File: config.mk
export PLATFORM = sky130hd
export DESIGN_NAME = shift_add_mult_ctrl
export DESIGN_NICKNAME = d
export VERILOG_FILES = /design/src/rtl/shift_add_mult_ctrl.sv
export SDC_FILE = /design/constraint.sdc
export NUM_CORES = 1
export LEC_CHECK = 0
export BUFFER_PORTS_ARGS = -buffer_cell sky130_fd_sc_hd__buf_2
export CORE_ASPECT_RATIO = 1.1
export CORE_MARGIN = 3
export CORE_UTILIZATION = 55
export CTS_BUF_LIST = sky130_fd_sc_hd__clkbuf_16
export DETAILED_ROUTE_END_ITERATION = 6
export PLACE_DENSITY_LB_ADDON = 0.12
export SLEW_MARGIN = 10
export SYNTH_ARGS = -nofsm -noshare
export SYNTH_HDL_FRONTEND = slang
export SYNTH_SLANG_ARGS = --single-unit
File: constraint.sdc
create_clock -name clk -period 5.8 [get_ports clk]
set_clock_uncertainty 0.05 [all_clocks]
set_input_delay 0.87 -clock clk [delete_from_list [all_inputs] [get_ports clk]]
set_output_delay 0.87 -clock clk [all_outputs]
set_load 0.02 [all_outputs]
File: src/rtl/shift_add_mult_ctrl.sv
// shift_add_mult_ctrl
// Sequential 8x8 shift-add multiplier. One 8-bit ripple-carry adder is reused
// over eight iterations to build a 16-bit product. This is the small-area
// alternative for the partial products of the complex multiplier.
//
// Ports
//   clk      rising-edge clock
//   rst      synchronous active-high reset
//   start    request, sampled only while idle
//   A, B     multiplicand / multiplier, captured when start is accepted
//   busy     high while running and in the done cycle (registered)
//   done     one-cycle pulse, product valid (registered)
//   product  registered {PH,PL}; holds until the next accepted start
//
// Build option
//   SHIFT_ADD_MULT_SIGNED_EN : treat A and B as two's complement. The
//   magnitudes are multiplied, and on the last iteration the result is negated
//   when the operand signs differ. Latency and handshake are unchanged.

module shift_add_mult_ctrl (
    input  logic        clk,
    input  logic        rst,
    input  logic        start,
    input  logic [7:0]  A,
    input  logic [7:0]  B,
    output logic        busy,
    output logic        done,
    output logic [15:0] product
);

    typedef enum logic [1:0] {
        ST_IDLE = 2'd0,
        ST_RUN  = 2'd1,
        ST_DONE = 2'd2
    } state_t;

    state_t      state_r;
    state_t      next_state_s;

    logic [7:0]  m_r;
    logic [7:0]  ph_r;
    logic [7:0]  pl_r;
    logic [2:0]  cnt_r;
    logic        busy_r;
    logic        done_r;
    logic        busy_nxt_s;
    logic        done_nxt_s;

    logic [7:0]  addend_s;
    logic [7:0]  sum_s;
    logic        co_s;
    logic [15:0] shift_s;
    logic [15:0] step_s;
    logic        last_s;
    logic [7:0]  load_m_s;
    logic [7:0]  load_pl_s;

    // Ripple-carry adder built from a chain of full adders; returns {co,sum}.
    function automatic logic [8:0] rca8(input logic [7:0] a, input logic [7:0] b,
                                        input logic ci);
        logic [8:0] res;
        logic       c;
        c = ci;
        res = 9'd0;
        for (int i = 0; i < 8; i++) begin
            res[i] = a[i] ^ b[i] ^ c;
            c      = (a[i] & b[i]) | (a[i] & c) | (b[i] & c);
        end
        res[8] = c;
        return res;
    endfunction

    // The only adder: accumulator plus multiplicand gated by the current
    // multiplier bit.
    assign addend_s        = pl_r[0] ? m_r : 8'h00;
    assign {co_s, sum_s}   = rca8(ph_r, addend_s, 1'b0);

    // 17-bit {co,sum,PL} shifted right by one; co lands in PH[7].
    assign shift_s = {co_s, sum_s, pl_r[7:1]};
    assign last_s  = (state_r == ST_RUN) && (cnt_r == 3'd7);

`ifdef SHIFT_ADD_MULT_SIGNED_EN
    logic sign_r;

    // Two's-complement magnitude; 0x80 maps to 128, which fits unsigned.
    function automatic logic [7:0] abs8(input logic [7:0] x);
        logic [7:0] r;
        if (x[7]) begin
            r = ~x + 8'd1;
        end else begin
            r = x;
        end
        return r;
    endfunction

    assign load_m_s  = abs8(A);
    assign load_pl_s = abs8(B);

    // Apply the sign on the final iteration so {PH,PL} already holds the
    // signed result in the done cycle and afterwards. Negating zero gives zero.
    always_comb begin
        step_s = shift_s;
        if (last_s && sign_r) begin
            step_s = ~shift_s + 16'd1;
        end else begin
            step_s = shift_s;
        end
    end

    // Sign of the result, captured with the operands.
    always_ff @(posedge clk) begin
        if (rst) begin
            sign_r <= 1'b0;
        end else if ((state_r == ST_IDLE) && start) begin
            sign_r <= A[7] ^ B[7];
        end else begin
            sign_r <= sign_r;
        end
    end
`else
    assign load_m_s  = A;
    assign load_pl_s = B;
    assign step_s    = shift_s;
`endif

    // FSM state register.
    always_ff @(posedge clk) begin
        if (rst) begin
            state_r <= ST_IDLE;
        end else begin
            state_r <= next_state_s;
        end
    end

    // FSM next-state logic; start outside IDLE is dropped, not queued.
    always_comb begin
        next_state_s = state_r;
        case (state_r)
            ST_IDLE: begin
                if (start) begin
                    next_state_s = ST_RUN;
                end else begin
                    next_state_s = ST_IDLE;
                end
            end
            ST_RUN: begin
                if (cnt_r == 3'd7) begin
                    next_state_s = ST_DONE;
                end else begin
                    next_state_s = ST_RUN;
                end
            end
            ST_DONE: next_state_s = ST_IDLE;
            default: next_state_s = ST_IDLE;
        endcase
    end

    // FSM output decode from the next state, so busy/done can be registered
    // and still line up with the state they describe.
    always_comb begin
        busy_nxt_s = 1'b0;
        done_nxt_s = 1'b0;
        case (next_state_s)
            ST_IDLE: begin
                busy_nxt_s = 1'b0;
                done_nxt_s = 1'b0;
            end
            ST_RUN: begin
                busy_nxt_s = 1'b1;
                done_nxt_s = 1'b0;
            end
            ST_DONE: begin
                busy_nxt_s = 1'b1;
                done_nxt_s = 1'b1;
            end
            default: begin
                busy_nxt_s = 1'b0;
                done_nxt_s = 1'b0;
            end
        endcase
    end

    // Registered handshake outputs.
    always_ff @(posedge clk) begin
        if (rst) begin
            busy_r <= 1'b0;
            done_r <= 1'b0;
        end else begin
            busy_r <= busy_nxt_s;
            done_r <= done_nxt_s;
        end
    end

    // Datapath: load on accepted start, one shift-add per RUN cycle, hold
    // otherwise.
    always_ff @(posedge clk) begin
        if (rst) begin
            m_r   <= 8'h00;
            ph_r  <= 8'h00;
            pl_r  <= 8'h00;
            cnt_r <= 3'd0;
        end else begin
            case (state_r)
                ST_IDLE: begin
                    if (start) begin
                        m_r   <= load_m_s;
                        ph_r  <= 8'h00;
                        pl_r  <= load_pl_s;
                        cnt_r <= 3'd0;
                    end else begin
                        m_r   <= m_r;
                        ph_r  <= ph_r;
                        pl_r  <= pl_r;
                        cnt_r <= cnt_r;
                    end
                end
                ST_RUN: begin
                    {ph_r, pl_r} <= step_s;
                    cnt_r        <= cnt_r + 3'd1;
                end
                default: begin
                    m_r   <= m_r;
                    ph_r  <= ph_r;
                    pl_r  <= pl_r;
                    cnt_r <= cnt_r;
                end
            endcase
        end
    end

    assign busy    = busy_r;
    assign done    = done_r;
    assign product = {ph_r, pl_r};

endmodule

==> results of run 1 <==
-- power groups by stage --
stage / combinational, mW / clock, mW / sequential [mW]
after global placement: 0.0593 / 0 / 0.238
after CTS: 0.0614 / 0.289 / 0.235
after detailed placement: 0.0609 / 0 / 0.239
after floorplan: 0.0423 / 0 / 0.243
after global routing: 0.0664 / 0.300 / 0.237
final: 0.0605 / 0.286 / 0.235
-- synth_stat cells (all sizes together) --
cell,n,area share
buf,6,0.039
nand2b,2,0.0087
o21ba,1,0.0069
or2b,1,0.0052
ha,4,0.035
nor2b,4,0.017
and2,4,0.017
and2b,1,0.0052
a2111oi,1,0.019
nor2,19,0.051
mux2,1,0.0078
fa,7,0.097
nor3b,1,0.0087
o2bb2ai,6,0.036
clkbuf,2,0.0052
mux2i,15,0.10
a211oi,7,0.047
dfxtp,31,0.43
inv,7,0.018
nand2,5,0.013
a21o,1,0.0052
a22o,4,0.024
-- cell families (layout without fill, tap and decap cells) --
family	count (synthesis)	in the layout	share of synthesized area
flip-flops	31	31	0.429
adder cells (fa/ha/maj)	11	11	0.132
multiplexers	16	16	0.112
AO/OA/AOI/OAI	20	20	0.139
AND/OR/NAND/NOR	37	37	0.126
buffers and inverters	15	51	0.0623
-- metal layers --
layer  part of all wire  GRT usage  vias up
li1                   -          -      518
met1               0.44      0.236      485
met2               0.49      0.323       25
met3              0.052     0.0524        6
met4              0.018     0.0854        0
met5                  0          0        -
-- sequential cells by signal, indices dropped and copies added, names as in the netlist --
register / cells
cnt_r: 3
m_r: 8
state_r: 2
ph_r: 8
pl_r: 8
busy: 1
done: 1
-- layout make-up --
| type | count | share of cell area |
|---|---|---|
| repair buffers | 36 | 0.102 |
| flip-flops and latches | 31 | 0.352 |
| clock inverters | 3 | 0.0220 |
| clock buffers | 5 | 0.0710 |
| multi-input cells | 84 | 0.417 |
| inverters | 7 | 0.0149 |
| well taps | 30 | 0.0213 |
-- metrics by stage --
| step | util | setup slack (ns) |
|---|---|---|
| floorplan | - | 2.27 |
| global placement | 0.676 | 2.44 |
| detailed placement | 0.676 | 2.31 |
| CTS | 0.746 | 2.32 |
| global route | 0.746 | 2.13 |
| finish | 0.746 | 2.33 |
-- worst min path at each step --
stage / start / to / slack (ns) / depth (start not counted)
floorplan: cnt_r[1] / cnt_r[1] / 0.40 / 1
global placement: cnt_r[1] / cnt_r[1] / 0.41 / 1
detailed placement: cnt_r[1] / cnt_r[1] / 0.42 / 1
CTS: ph_r[3] / ph_r[3] / 0.43 / 1
global route: ph_r[3] / ph_r[3] / 0.44 / 1
finish: cnt_r[1] / cnt_r[1] / 0.43 / 1
==> metrics.md, run 1 <==
| Metric | Value |
|---|---|
| Reg2reg setup slack | 2.33 ns |
| Post-CTS Setup Bufs | 0 |
| Cell breakdown of the critical path | and2_1 > ha_1 > fa_1 > fa_1 > inv_1 > fa_1 > fa_1 > fa_1 > fa_1 > fa_1 > o2bb2ai_1 |
| Routed Antenna Nets | 0 |
| Die area | 3280 µm² |
| Cell count along the critical path | 11 |
| Worst r2r dst | ph_r[6] |
| Internal | 0.451 mW |
| R2R depth | 11 |
| Post-Route WL | 2740 µm |
| Final total power | 0.582 mW |
| Relative slew margins | 0.325 |
| Peak supply drop | 0.000314 V |
| Sw power | 0.131 mW |
| Worst skew pair latency | 0.28 ns |
| Buffers on Ports | 36 |
| Num CTS Buffers | 5 |
| DP Wirelength | 1970 µm |
| CP Class | reg2reg |
| Critical path's top delay family | adder cells |
| Tmin final | 3.47 ns |
| Area taken by multi-input logic gates | 734 µm² |
| Number of global-route vias before repair | 987 |
| GR Util All Layers | 0.197 |
| Mapped Cells | 130 |
| CTS root buffer | clkbuf_16 |
| CTS HTree Levels | 2 |
| Clock share of power | 0.492 |
| Antenna Cells | 0 |
| Row count | 18 |
| Vias per cell | 5.28 |
| Slowest CP cell | fa_1 |
| DP Area | 1600 µm² |
| Reg2Reg Launch Point | pl_r[0] |
| CP Capture Type | flip-flop |
| Global placer's final weighted congestion | 0.733 |
| Largest net degree at the start of global routing | 24 |
| Combinational Power Share | 0.104 |
| RSZ-0062 raised after global routing | no |
| Period utilization | 0.599 |
| Crit path from | pl_r[0] |
| Fin Setup TNS | 0 ns |
| Avg WL per Cell | 14.0 µm |
| Clk slew on worst S/H paths | 0.05 ns |
| Crit path to | ph_r[6] |
| Via count | 1034 |
| I/O pin total | 37 |
| Critical Path Most Common Cell | fa_1 |
| WP data arrival | 3.58 ns |
| Die X | 54.9 µm |
| Design Area, Final | 1760 µm² |
| Layout fillers | 162 |
| Drt drc | 0 |
| Hold crit path type | reg2reg |
| Final #Nets | 195 |
| P&R area growth vs syn | 22.0% |
| Initial Utilization | 0.611 |
| CTS tree | yes |
| Initial DRC count | 15 |
| Yosys reg bits | 31 |
| Post-Syn Nets | 160 |
| Hold Fails Final Rpt | 0 |
| Core area | 2360 µm² |
| WP data required | 5.91 ns |
| Worst Tran Pin Value | 1.01 ns |
| Yosys warning total | 0 |
| Die Y | 59.8 µm |
| Hold_ws | 0.430 ns |
| Worst setup SP type | flip-flop |
| Commonest non-fill, non-tap cells in the layout | 36 x buf_2, 31 x dfxtp_1, 18 x nor2_1 |
| Leak | 0.781 nW |
| Placed Instances | 188 |
| First-pass GRT wire length | 4540 µm |
| Sequential fraction of the synthesis area | 0.429 |
| Register area | 621 µm² |
| Post_cts resized | 0 |
| Pwr/cell area | 330 nW/µm² |
| # setup viols final | 0 |
| Initial antenna violation count | 0 |
| Netlist cell types | 26 |
| WP buf/inv | 1 |
| Outcome | finished clean |
| Max clock buf depth | 2 |
| Share of layout cells above drive strength 1 | 0.301 |
| Seq pwr share | 0.404 |
| Grt total ovfl | 0 |
| Drt first pass iters | 4 |
| Post-CTS Hold Fix Bufs | 0 |
| Max-slew violations | 0 |
| Max Freq | 288 MHz |
| Crit-path max FO | 10 |
| Mean area per synthesized cell | 11.1 µm² |
| Total of max-cap violations | 0 |
| Sw Ratio | 0.226 |
| Slowest Stage Delay on Critical Path | 0.49 ns |
| Clock sink count | 31 |
| Post-Layout Cell Count | 196 |
| Most common cell after layout, fill and taps aside | buf_2 |
| Mapped Area | 1450 µm² |
No activity file was read; power rests on OpenSTA's default activity.
==> run 2, diff against run 1 <==
Settings changed: ABC_AREA set to 1, CORE_UTILIZATION 55 to 52.
Clock period 5.8 ns to 3.2 ns, I/O delays scaled along.
==> metrics.md, run 2 <==
| Metric | Value |
|---|---|
| Most common cell after layout, fill and taps aside | nor2_1 |
| Share of the synthesized area in the top cell type | 0.408 (-0.0219) |
| Main combinational cell family by area after synthesis | simple AND/OR/NAND/NOR gates |
| Synth area leaders | dfxtp_1 41%, nor2_1 11%, fa_1 9.2% |
| WP data arrival | 3.38 ns (-0.20 ns) |
| Mapped Cells | 196 (+51%) |
| R2R depth | 13 (+2) |
| Initial antenna violation count | 0 (unchanged) |
| Xor/xnor share of the synthesized area | 0 (unchanged) |
| Commonest non-fill, non-tap cells in the layout | 43 x nor2_1, 36 x buf_2, 30 x nand2_1 |
| Fin Setup TNS | -0.0280 ns (-0.0280 ns) |
| Top FF cell, synth | dfxtp_1 |
| Buffers on Ports | 36 (unchanged) |
| Yosys warning total | 0 (unchanged) |
| Post-synthesis simple-gate area fraction | 0.272 (+0.146) |
| Worst Tran Pin Value | 0.434 ns (-0.574 ns) |
| Clock sink count | 31 (unchanged) |
| Hold crit path type | in2reg |
| Final Util | 0.706 (-0.0390) |
| Period utilization | 1.01 (+0.410) |
| Max clock buf depth | 2 (unchanged) |
| Failing checks | setup timing |
| Yosys reg bits | 31 (unchanged) |
| Outcome | finished, violations left |
| P&R area growth vs syn | 22.4% |
| WP data required | 3.35 ns (-2.56 ns) |
| Antenna Cells | 0 (unchanged) |
| Via count | 1309 (+27%) |
| Post-CTS Setup Bufs | 0 (unchanged) |
| Drt drc | 0 (unchanged) |
| I/O pin total | 37 (unchanged) |
| Final total power | 0.969 mW (+66%) |
| Max Freq | 310 MHz (+7.6%) |
| Peak supply drop | 0.000584 V (+86%) |
| Die X | 57.6 µm (+5.0%) |
| Relative slew margins | 0.710 (+0.385) |
| Largest net degree at the start of global routing | 33 (+38%) |
| Global placer's final weighted congestion | 0.741 (+1.1%) |
| Hold path cells | 3 (+2) |
| Sequential fraction of the synthesis area | 0.408 (-0.0219) |
| Dpl ws | -0.0574 ns (-2.37 ns) |
| Mean area per synthesized cell | 7.77 µm² (-30%) |
| Avg WL per Cell | 11.7 µm (-16%) |
| Multiplexer share of the synthesized area | 0 (-0.112) |
| RSZ-0062 raised after global routing | yes |
| Worst setup SP type | flip-flop |
| Row count | 19 (+1) |
| Layout fillers | 220 (+36%) |
| Worst skew pair latency | 0.27 ns (about the same) |
| Post-Syn Nets | 226 (+41%) |
| CP Class | reg2reg |
| Area fraction in compound gates after synthesis | 0.101 (-0.0375) |
| CTS tree | yes |
| GR Util All Layers | 0.186 (-0.0103) |
| Number of global-route vias before repair | 1283 (+30%) |
| Crit-path max FO | 3 (-7) |
| CTS HTree Levels | 2 (unchanged) |
| Routed Antenna Nets | 0 (unchanged) |
| Vias per cell | 4.96 (-6.0%) |
| Pwr/cell area | 520 nW/µm² (+57%) |
| Post-synth EDFFs | 0 (unchanged) |
| Clk slew on worst S/H paths | 0.05 ns (about the same) |
| Tmin final | 3.23 ns (-0.244 ns) |
| PnR worst setup slack | -0.0280 ns (-2.36 ns) |
| Post-CTS Hold Fix Bufs | 0 (unchanged) |
| First-pass GRT wire length | 5360 µm (+18%) |
| Netlist cell types | 21 (-19%) |
| DP Wirelength | 2220 µm (+12%) |
| Placed Instances | 256 (+36%) |
| Leading area contributor after synthesis | dfxtp_1 |
| Post-Route WL | 3090 µm (+13%) |
| Leak | 0.854 nW (+9.5%) |
| Grt total ovfl | 0 (unchanged) |
| Initial Utilization | 0.577 (-0.0341) |
| Final #Nets | 262 (+34%) |
| CTS root buffer | clkbuf_16 |
| Share of layout cells above drive strength 1 | 0.292 (-0.00936) |
| CP Capture Type | flip-flop |
| Synth cell count leaders | 43 x nor2_1, 31 x dfxtp_1, 31 x nand2_1 |
| Initial DRC count | 38 (+23) |
| Die Y | 62.8 µm (+5.0%) |
| Die area | 3610 µm² (+10%) |
| Drt first pass iters | 6 (+2) |
| Hold Fails Final Rpt | 0 (unchanged) |
| Max-slew violations | 0 (unchanged) |
| Synth Area in Adders | 0.125 (-0.00670) |
| # setup viols final | 1 (+1) |
| Mapped Area | 1520 µm² (+5.4%) |
| Most common cell in the netlist | nor2_1 |
| Core area | 2640 µm² (+12%) |
| Num CTS Buffers | 5 (unchanged) |
| Async SR Flop Fraction | 0 (unchanged) |
| Total of max-cap violations | 0 (unchanged) |
| Post-Layout Cell Count | 264 (+35%) |
| Biggest regs | m_r: 8 flops, ph_r: 8 flops, pl_r: 8 flops |
## run 2: cell types whose count changed in the layout (fill, tap and decap cells not counted), sizes merged, moves of 6 or more
cell     before  now
nand2         5   34
nor2         19   43
inv           7   23
o21ai         0   16
mux2i        15    0
nand3         0   13
a21oi         0   11
a211oi        7    0
o2bb2ai       6    0
or2           0    6
## run 2: metrics by stage
stage / hold WS, ns / area [µm²]
floorplan: 0.378 / 1550
global placement: 0.402 / 1700
detailed placement: 0.416 / 1700
CTS: 0.411 / 1840
global route: 0.435 / 1860
finish: 0.409 / 1860
## run 2: logic make-up (layout without fill, tap and decap cells)
kind of cell | after synthesis | in the layout
DFF | 31 | 31
AOI/OAI and AO/OA | 27 | 27
adders and majority gates | 11 | 11
and+or+nand+nor | 97 | 97
buffers and inverters | 30 | 67
## run 2: cell type report
cell class | count | area [µm²] | area share
clock inverter | 3 | 12.5 | 0.00671
sequential | 31 | 627 | 0.336
multi-input combinational | 135 | 791 | 0.424
clock buffer | 5 | 125 | 0.0671
timing repair buffer | 37 | 188 | 0.101
inverter | 22 | 82.6 | 0.0443
tap | 31 | 38.8 | 0.0208
## run 2: metal layers
layer | vias to the layer above | part of all wire | global-route usage
met1 | 584 | 0.46 | 0.234
met5 | - | 0 | 0
met3 | 7 | 0.050 | 0.0744
li1 | 683 | - | -
met2 | 35 | 0.48 | 0.288
met4 | 0 | 0.014 | 0.0609
## run 2: worst paths after layout
kind / start / endpoint / slack [ns]
worst max-delay path: pl_r[0] / ph_r[6] / -0.03
worst min register to register: cnt_r[0] / cnt_r[0] / 0.43
worst max register to register: pl_r[0] / ph_r[6] / -0.03
worst min-delay path: A[3] / m_r[3] / 0.41
## run 2: report_power, final
part / switching, mW / leakage, nW / internal (mW) / total, mW
sequential: 0.0144 / 0.256 / 0.408 / 0.423
clock: 0.153 / 0.0724 / 0.280 / 0.432
combinational: 0.0737 / 0.526 / 0.0403 / 0.114
total: 0.241 / 0.854 / 0.728 / 0.969
## run 2: repair_timing
| action | in CTS | in global routing |
|---|---|---|
| endpoints found under the setup margin | 2 | 2 |
| gates resized for setup | 0 | 9 |
| pin swaps | 0 | 2 |
## run 2: critical path, stage by stage, from the launching register on
cell	delay, ns
dfxtp_4	0.35
nand2_2	0.05
inv_2	0.06
ha_4	0.12
fa_2	0.19
fa_2	0.19
inv_2	0.04
fa_2	0.33
fa_2	0.34
fa_2	0.34
fa_2	0.35
fa_2	0.40
or2_1	0.24
a21oi_2	0.11
